## config.mk

```make
export PLATFORM = sky130hd
export DESIGN_NAME = program_loader
export DESIGN_NICKNAME = d
export VERILOG_FILES = /design/src/rtl/program_loader_pkg.sv /design/src/rtl/program_loader_mem.sv /design/src/rtl/program_loader.sv
export SDC_FILE = /design/constraint.sdc
export NUM_CORES = 1
export LEC_CHECK = 0
export CORE_AREA = 5 5 127 129
export DETAILED_ROUTE_END_ITERATION = 8
export DIE_AREA = 0 0 132 134
export GPL_TIMING_DRIVEN = 0
export PLACE_DENSITY = 0.76
export SLEW_MARGIN = 40
export SYNTH_ARGS = -nofsm -noshare
export SYNTH_HDL_FRONTEND = slang
export SYNTH_SLANG_ARGS = --single-unit
```

## constraint.sdc

```tcl
create_clock -name clock -period 2.23 [get_ports clock]
set_input_delay 0.446 -clock clock [delete_from_list [all_inputs] [get_ports clock]]
set_output_delay 0.446 -clock clock [all_outputs]
set_load 0.005 [all_outputs]
```

## src/rtl/program_loader_pkg.sv

```systemverilog
// Shared types for the instruction-memory loader of the 4-bit CPU.
// Optional checksum stage: define LOADER_CHECKSUM_EN.
package program_loader_pkg;

  localparam int LOADER_DEPTH = 16;
  localparam int ADDR_W = $clog2(LOADER_DEPTH);

  typedef logic [ADDR_W-1:0] addr_t;

  typedef struct packed {
    logic [3:0] opcode;
    logic [3:0] imm;
  } data_t;

  typedef enum logic [2:0] {
    IDLE,
    LEN,
    LOAD,
    CHECK,
    RUN,
    ERROR
  } loader_state_t;

  function automatic logic len_ok(
    input logic [7:0] l
  );
    return (l != 8'd0) &&
           (l <= 8'(LOADER_DEPTH));
  endfunction

endpackage

```

## src/rtl/program_loader_mem.sv

```systemverilog
// Instruction register file: one sync write port,
// sync clear-all, async read.
module loader_mem
  import program_loader_pkg::*;
#(
  parameter int DEPTH = LOADER_DEPTH,
  parameter int AW = $clog2(DEPTH)
) (
  input  logic          clock,
  input  logic          reset,
  input  logic          clear,
  input  logic          we,
  input  logic [AW-1:0] waddr,
  input  data_t         wdata,
  input  logic [AW-1:0] raddr,
  output data_t         rdata
);

  data_t mem [DEPTH];

  always_ff @(posedge clock or negedge reset) begin
    if (!reset) begin
      for (int i = 0; i < DEPTH; i++)
        mem[i] <= '0;
    end else if (clear) begin
      for (int i = 0; i < DEPTH; i++)
        mem[i] <= '0;
    end else if (we) begin
      mem[waddr] <= wdata;
    end
  end

  assign rdata = mem[raddr];

endmodule

```

## src/rtl/program_loader.sv

```systemverilog
// Loads the CPU program from a byte stream and serves fetches.
// Optional trailing checksum byte: define LOADER_CHECKSUM_EN.
module program_loader
  import program_loader_pkg::*;
#(
  parameter int DEPTH = LOADER_DEPTH
) (
  input  logic       clock,
  input  logic       reset,
  input  logic       load_start,
  input  logic [7:0] rx_data,
  input  logic       rx_valid,
  output logic       rx_ready,
  input  logic [3:0] fetch_addr,
  output logic [7:0] fetch_data,
  output logic       cpu_reset,
  output logic       busy,
  output logic       error
);

  localparam int AW = $clog2(DEPTH);
  localparam int CW = $clog2(DEPTH + 1);

  loader_state_t state, state_n;

  logic [AW-1:0] index;
  logic [CW-1:0] count;
  logic          xfer;
  logic          mem_we;
  logic          mem_clr;
  data_t         rdata;

`ifdef LOADER_CHECKSUM_EN
  logic [7:0] sum;
`endif

  assign xfer = rx_valid & rx_ready;

  always_comb begin
    state_n = state;
    mem_we  = 1'b0;
    mem_clr = 1'b0;
    if (load_start) begin
      // A new load wins over any byte in flight.
      state_n = LEN;
      mem_clr = 1'b1;
    end else begin
      unique case (state)
        LEN: begin
          if (xfer) begin
            if (len_ok(rx_data)) begin
              state_n = LOAD;
            end else begin
              state_n = ERROR;
              mem_clr = 1'b1;
            end
          end
        end
        LOAD: begin
          if (xfer) begin
            mem_we = 1'b1;
            if (count == CW'(1)) begin
`ifdef LOADER_CHECKSUM_EN
              state_n = CHECK;
`else
              state_n = RUN;
`endif
            end
          end
        end
`ifdef LOADER_CHECKSUM_EN
        CHECK: begin
          if (xfer) begin
            if (8'(sum + rx_data) == 8'd0) begin
              state_n = RUN;
            end else begin
              state_n = ERROR;
              mem_clr = 1'b1;
            end
          end
        end
`endif
        default: ;
      endcase
    end
  end

  always_ff @(posedge clock or negedge reset) begin
    if (!reset) begin
      state     <= IDLE;
      rx_ready  <= 1'b0;
      busy      <= 1'b0;
      error     <= 1'b0;
      cpu_reset <= 1'b0;
    end else begin
      state     <= state_n;
      rx_ready  <= state_n inside {LEN, LOAD, CHECK};
      busy      <= state_n inside {LEN, LOAD, CHECK};
      error     <= state_n == ERROR;
      cpu_reset <= state_n == RUN;
    end
  end

  always_ff @(posedge clock or negedge reset) begin
    if (!reset) begin
      index <= '0;
      count <= '0;
    end else if (load_start) begin
      index <= '0;
      count <= '0;
    end else if (xfer && state == LEN) begin
      count <= rx_data[CW-1:0];
    end else if (xfer && state == LOAD) begin
      index <= index + AW'(1);
      count <= count - CW'(1);
    end
  end

`ifdef LOADER_CHECKSUM_EN
  always_ff @(posedge clock or negedge reset) begin
    if (!reset) begin
      sum <= '0;
    end else if (load_start) begin
      sum <= '0;
    end else if (xfer && state == LEN) begin
      sum <= rx_data;
    end else if (xfer && state == LOAD) begin
      sum <= sum + rx_data;
    end
  end
`endif

  loader_mem #(
    .DEPTH (DEPTH)
  ) u_mem (
    .clock (clock),
    .reset (reset),
    .clear (mem_clr),
    .we    (mem_we),
    .waddr (index),
    .wdata (data_t'(rx_data)),
    .raddr (fetch_addr),
    .rdata (rdata)
  );

  assign fetch_data = rdata;

endmodule
```

==> results of run 1 <==
## how the worst max path moves through the flow
| stage | startpoint | end | slack [ps] | cells past startpoint |
|---|---|---|---|---|
| final | fetch_addr[0] | fetch_data[0] | -0.5 | 7 |
| after global routing | u_mem.mem[103] | fetch_data[7] | -50 | 4 |
| after CTS | u_mem.mem[34] | fetch_data[2] | -50 | 4 |
| after detailed placement | fetch_addr[1] | fetch_data[6] | -1100 | 6 |
| after global placement | reset | u_mem.mem[105] | -4680 | 1 |
| after floorplan | fetch_addr[0] | fetch_data[1] | 40 | 5 |
## cell families (layout without fill, tap and decap cells)
logic type      Yosys count  after routing
simple gates            197            197
xor+xnor                  7              7
flops                   143            143
fa+ha+maj                 6              6
buf+inv                  63            131
compound gates           32             32
mux                     161            161
## area by class of cell
| cell class | count | area, µm² |
|---|---|---|
| Fill cell | 1175 | 6310 |
| Sequential cell | 143 | 3580 |
| Timing Repair Buffer | 37 | 357 |
| Tap cell | 188 | 235 |
| Clock buffer | 27 | 523 |
| Clock inverter | 5 | 75.1 |
| Buffer | 55 | 392 |
| Multi-Input combinational cell | 403 | 3420 |
| Inverter | 7 | 26.3 |
## placed cells by master, fill, tap and decap left out, drive strengths merged, types with 2 or more instances in the layout
cell type | synthesis | routed
a211oi | 6 | 6
a21oi | 6 | 6
a22oi | 16 | 16
and2 | 2 | 2
and4b | 2 | 2
buf | 34 | 54
bufinv | 0 | 2
clkbuf | 22 | 56
clkdlybuf4s50 | 0 | 5
clkinv | 0 | 3
dfrtp | 143 | 143
dlymetal6s2s | 0 | 2
ha | 6 | 6
inv | 7 | 7
mux2i | 128 | 128
mux4 | 32 | 32
nand2 | 15 | 15
nand2b | 2 | 2
nand3 | 4 | 4
nand4 | 5 | 5
nand4b | 5 | 5
nor2 | 141 | 141
nor2b | 2 | 2
nor3 | 7 | 7
nor4 | 5 | 5
nor4b | 4 | 4
or3 | 2 | 2
xnor2 | 4 | 4
xor2 | 3 | 3
## sequential cells by signal, indices dropped and copies added (netlist names)
signal / flops
busy: 1
count: 5
cpu_reset: 1
error: 1
index: 4
state: 3
u_mem.mem: 128
## where the power goes
group          switching [mW]  internal [mW]  total, mW
combinational           0.326          0.183      0.509
clock                    1.05           1.82       2.87
sequential             0.0243           2.62       2.64
## layer usage
metal / up-vias / wire length [µm] / global-route usage
met5: - / 0 / 0
met2: 179 / 9070 / 0.352
li1: 2257 / - / -
met1: 2650 / 7400 / 0.273
met3: 40 / 1130 / 0.0570
met4: 0 / 544 / 0.0886
## through the flow
step / instance area, µm² / utilization
final: 8610 / 0.577
after global routing: 8610 / 0.577
after CTS: 8530 / 0.572
after detailed placement: 7670 / 0.514
after global placement: 7640 / 0.512
after floorplan: 7220 / -
## worst reg2reg max path, delay by kind of cell, from the launching register on
| family | cells | cell delay, ps |
|---|---|---|
| compound gates | 1 | 240 |
| buf+inv | 3 | 680 |
| flops | 1 | 420 |
| simple gates | 3 | 640 |
## timing repair
item                       4_1_cts  5_1_grt
gates cloned                     2        0
resized for setup               83       12
pin swaps                       20       10
setup endpoints to repair      129      128
setup buffers                    8        6
==> reports/results.tsv, run 1 <==
stage	metric	value	unit
die	die area	0.0177	mm²
yosys	top cells by area, synth	dfrtp_1 (50%), mux2i_1 (18%), mux4_2 (10%), nor2_1 (6.9%), buf_2 (1.7%)	
clock_network	# H-tree levels	4	
grt	first-pass GRT wire length	29500	µm
run	Max Cap Viol	0	
yosys	largest family of logic cells by synthesized area	multiplexers	
grt	vias in the first global route	5420	
drt	routed vias/inst	5.93	
drt	Routed WL per cell	21.0	µm
timing	transition time of the tightest slew-check pin	700	ps
worst_setup_path	Setup crit start kind	input port	
timing	minimum clock period after layout	2230	ps
yosys	Synth top cells by count	dfrtp_1 (143), nor2_1 (133), mux2i_1 (128), mux4_2 (32), buf_2 (24)	
drt	DR vias	5126	
yosys	post-synthesis cell count	609	
grt	total grt overflow	0	
worst_setup_path	WP data required	1780	ps
timing	Slew Viols, Final	0	
finish	area grow syn2layout	19.2	%
timing	unrepaired setup endpoints after global routing	true	
placed_design	Cells after DPL	816	
timing	final hold slack	-16.1	ps
yosys	Post-Syn Area	0.00722	mm²
finish	NumNets Final	686	
min_path	worst min-delay path class	in -> async	
clock_network	hold_buf cts	0	
die	Std-Cell Rows	45	
timing	final hold vios	12	
drt	DR iter-0 viols	490	
worst_setup_path	nature of the critical path endpoint	output pin	
clock_network	Num CTS Buffers	17	
worst_setup_path	worst path cell trace	clkbuf_16, buf_16, buf_6, mux4_2, a22oi_2, nand2_2, buf_2	
grt	largest net degree at the start of global routing	76	
placed_design	DPL Wire Length	12200	µm
worst_setup_path	CP Buf/Inv Count	4	
yosys	synth warn	0	
die	I/O pin total	28	
timing	Slew Limit Headroom	0.532	
yosys	XOR/XNOR share of the synthesized area	0.00849	
die	Die Width	132	µm
clock_network	Clk Latency, worst-skew pair	420	ps
power	Power Density	700	mW/mm²
status	failing checks	negative hold slack, negative setup slack	
yosys	Synth Area in Simple Gates	0.135	
worst_setup_path	Worst R2R Path Depth	7	
die	placeable core area	0.0149	mm²
timing	final period utilization	1.00	
drt	Final ANT Viol Nets	0	
yosys	post-synth cell types	40	
yosys	Syn Area/Cell	11.9	µm²
yosys	post-synthesis mux area share	0.279	
worst_setup_path	cell family with most CP delay	multiplexers	
timing	Peak Freq	0.448	GHz
grt	Global Route Usage Sum	0.215	
worst_setup_path	CP max stage cell	mux4_2	
drt	DRT Pass-1 Iters	5	
yosys	syn nets	631	
clock_network	TritonCTS clock tree	done	
timing	final setup fails	1	
yosys	dominant synthesized flop cell	dfrtp_1	
finish	Ant. Diodes	0	
timing	Post-Route Skew	7.25	ps
power	total design power	6.02	mW
placed_design	routability cong.	0.857	
timing	final setup margin	-0.480	ps
worst_setup_path	WP data arrival	1780	ps
drt	drt drc	0	
yosys	register area share after synthesis	0.496	
clock_network	CTS max path bufs	2	
clock_network	CTS sink count	143	
clock_network	Clk pin slew, worst setup/hold paths	60	ps
finish	Layout Cells excl Fill	865	
yosys	Async SR Flop Fraction	1.00	
placed_design	Setup WS pre-CTS	-1100	ps
worst_setup_path	R2R setup slack	130	ps
yosys	most frequent cell after synthesis	dfrtp_1	
clock_network	root buf cell	clkbuf_16	
finish	layout cell share with drive strength beyond 1	0.238	
yosys	largest area contributor in the synthesized netlist	dfrtp_1	
timing	sum of negative setup slack	-0.480	ps
worst_setup_path	crit path max fanout	7	
worst_setup_path	R2R Path End	u_mem.mem[10]	
power	Leak	4.12	nW
placed_design	Port Buffer Count	18	
worst_setup_path	kind of critical path	in -> out	
drt	final WL	18100	µm
yosys	Synth Area in Adders	0.0104	
die	die height	134	µm
worst_setup_path	crit-path max cell delay	510	ps
yosys	#FFs+latches synth	143	
yosys	Synth Area in Compound Gates	0.0314	
power	worst ir drop on vdd	0.000570	V
yosys	top-area cell type share of the netlist area	0.496	
yosys	Post-synth EDFFs	0	
grt	antenna violations before repair	0	
status	status	finished, violations left	
die	initial core utilization	0.484	
worst_setup_path	reg2reg start	state[2]	
Note: power is estimated with default switching activity, not from simulation.
==> run 2: changes to the inputs <==
Settings changed: SKIP_CTS_REPAIR_TIMING set to 1.
==> reports/results.tsv, run 2 (synthesis gave the netlist of run 1 again) <==
stage	metric	value	unit	change
status	status	finished, violations left		
placed_design	Setup WS pre-CTS	-1100	ps	unchanged
drt	routed vias/inst	5.95		+0.47%
finish	largest registers	u_mem.mem: 128 flops, count: 5 flops, index: 4 flops		
finish	area of the multi-input gates	0.00344	mm²	+0.44%
power	worst ir drop on vdd	0.000573	V	+0.50%
grt	Global Route Usage Sum	0.210		-0.00521
grt	total grt overflow	0		unchanged
worst_setup_path	kind of critical path	reg -> out		
timing	Slew Limit Headroom	0.533		+0.00148
grt	first-pass GRT wire length	28900	µm	-2.2%
die	placeable core area	0.0149	mm²	unchanged
worst_setup_path	crit path max fanout	2		-5
clock_network	Clk pin slew, worst setup/hold paths	60	ps	about the same
clock_network	# H-tree levels	4		unchanged
placed_design	routability cong.	0.857		unchanged
worst_setup_path	worst path cell trace	mux4_2, a22oi_2, nand2_2, clkbuf_2		
finish	final instance area	0.00860	mm²	about the same
clock_network	CTS max path bufs	2		unchanged
clock_network	Clk Latency, worst-skew pair	430	ps	about the same
worst_setup_path	WP data required	1780	ps	about the same
drt	DR iter-0 viols	523		+6.7%
status	failing checks	negative hold slack, negative setup slack		
min_path	worst min-delay path class	in -> async		
finish	commonest non-fill, non-tap cell in the layout	dfrtp_1		
timing	Post-Route Skew	6.55	ps	-0.697 ps
timing	Slew Viols, Final	0		unchanged
timing	transition time of the tightest slew-check pin	698	ps	-2.21 ps
timing	final hold slack	-12.3	ps	+3.88 ps
timing	final period utilization	1.01		+0.00823
worst_setup_path	Setup crit start kind	flop		
worst_setup_path	cell family with most CP delay	multiplexers		
finish	layout cell share with drive strength beyond 1	0.237		-0.000425
worst_setup_path	nature of the critical path endpoint	output pin		
clock_network	Num CTS Buffers	17		unchanged
drt	DRT Pass-1 Iters	5		unchanged
finish	area grow syn2layout	19.1	%	about the same
placed_design	Port Buffer Count	18		unchanged
finish	sequential cell area	0.00358	mm²	about the same
finish	Ant. Diodes	0		unchanged
timing	minimum clock period after layout	2250	ps	+18.4 ps
die	I/O pin total	28		unchanged
grt	largest net degree at the start of global routing	76		unchanged
power	Leak	4.13	nW	+0.43%
drt	Routed WL per cell	21.3	µm	+1.6%
grt	antenna violations before repair	0		unchanged
grt	vias in the first global route	5330		-1.7%
power	Power Density	701	mW/mm²	+0.14%
clock_network	TritonCTS clock tree	done		
timing	unrepaired setup endpoints after global routing	true		
run	Max Cap Viol	0		unchanged
finish	number of fill cells	1175		unchanged
die	die height	134	µm	unchanged
drt	drt drc	0		unchanged
finish	most frequent cells in the layout	dfrtp_1 (142), nor2_1 (132), mux2i_1 (128)		
timing	final hold vios	13		+1
finish	Largest Register	u_mem.mem		
worst_setup_path	WP data arrival	1800	ps	+20 ps
drt	DR vias	5132		+0.12%
finish	NumNets Final	683		-0.44%
clock_network	CTS sink count	143		unchanged
clock_network	root buf cell	clkbuf_16		
worst_setup_path	CP Buf/Inv Count	1		-3
placed_design	cell area after placement	0.00767	mm²	unchanged
die	initial core utilization	0.484		unchanged
timing	final setup fails	1		unchanged
timing	Peak Freq	0.445	GHz	-0.82%
finish	Largest register FFs	128		unchanged
worst_setup_path	CP max stage cell	mux4_2		
worst_setup_path	crit-path max cell delay	530	ps	+20 ps
die	Die Width	132	µm	unchanged
timing	sum of negative setup slack	-18.8	ps	-18.4 ps
timing	final setup margin	-18.8	ps	-18.4 ps
die	Std-Cell Rows	45		unchanged
die	die area	0.0177	mm²	unchanged
drt	final WL	18400	µm	+1.3%
drt	Final ANT Viol Nets	0		unchanged
placed_design	DPL Wire Length	12200	µm	unchanged
run 2: changes by cell type in the layout (fill, tap and decap cells not counted), moves of 2 or more:
cell	before	now
a22oi_1	5	2
a22oi_2	11	14
buf_16	3	1
buf_2	17	13
buf_4	26	20
clkbuf_16	18	20
clkbuf_2	2	7
clkbuf_4	6	8
clkbuf_8	9	6
dlymetal6s2s_1	2	5
run 2: area by class of cell:
| class | instances | area share |
|---|---|---|
| clock inverter | 5 | 0.00873 |
| tap | 188 | 0.0273 |
| timing repair buffer | 34 | 0.0413 |
| clock buffer | 27 | 0.0608 |
| buffer | 55 | 0.0431 |
| multi-input combinational | 403 | 0.400 |
| inverter | 7 | 0.00305 |
| sequential | 143 | 0.416 |
run 2: stage by stage:
step / std cells / power, mW / utilization
after floorplan: 609 / 2.93 / -
after global placement: 815 / 3.11 / 0.512
after detailed placement: 816 / 3.13 / 0.514
after CTS: 848 / 5.99 / 0.554
after global routing: 862 / 6.21 / 0.577
final: 862 / 6.03 / 0.577
run 2: worst register-to-register path, cell delays in order (launching register included):
cell and delay (ps):
dfrtp_1 420, nand3b_1 230, or3_1 330, buf_2 190, o21bai_2 260, clkbuf_4 250
buf_2 240, nor2_1 80
run 2: worst paths after layout:
kind / startpoint / endpoint / slack (ps) / cells past startpoint
min: reset / index[2] / -10 / 1
min reg2reg: u_mem.mem[125] / u_mem.mem[125] / 520 / 2
max reg2reg: state[2] / u_mem.mem[45] / 120 / 7
min in group clock: rx_data[4] / count[4] / 480 / 3
max in group asynchronous: reset / u_mem.mem[113] / 1500 / 2
max: u_mem.mem[96] / fetch_data[0] / -20 / 4
run 2: per-layer routing:
| metal | share of wire | wire length, µm | up-vias | global-route usage |
|---|---|---|---|---|
| li1 | - | - | 2243 | - |
| met1 | 0.42 | 7720 | 2660 | 0.270 |
| met2 | 0.51 | 9280 | 200 | 0.344 |
| met3 | 0.053 | 967 | 29 | 0.0540 |
| met4 | 0.022 | 406 | 0 | 0.0806 |
| met5 | 0 | 0 | - | 0 |
run 2: power breakdown:
group	switching, mW	total [mW]	internal [mW]
combinational	0.326	0.499	0.173
clock	1.07	2.89	1.82
sequential	0.0242	2.64	2.62
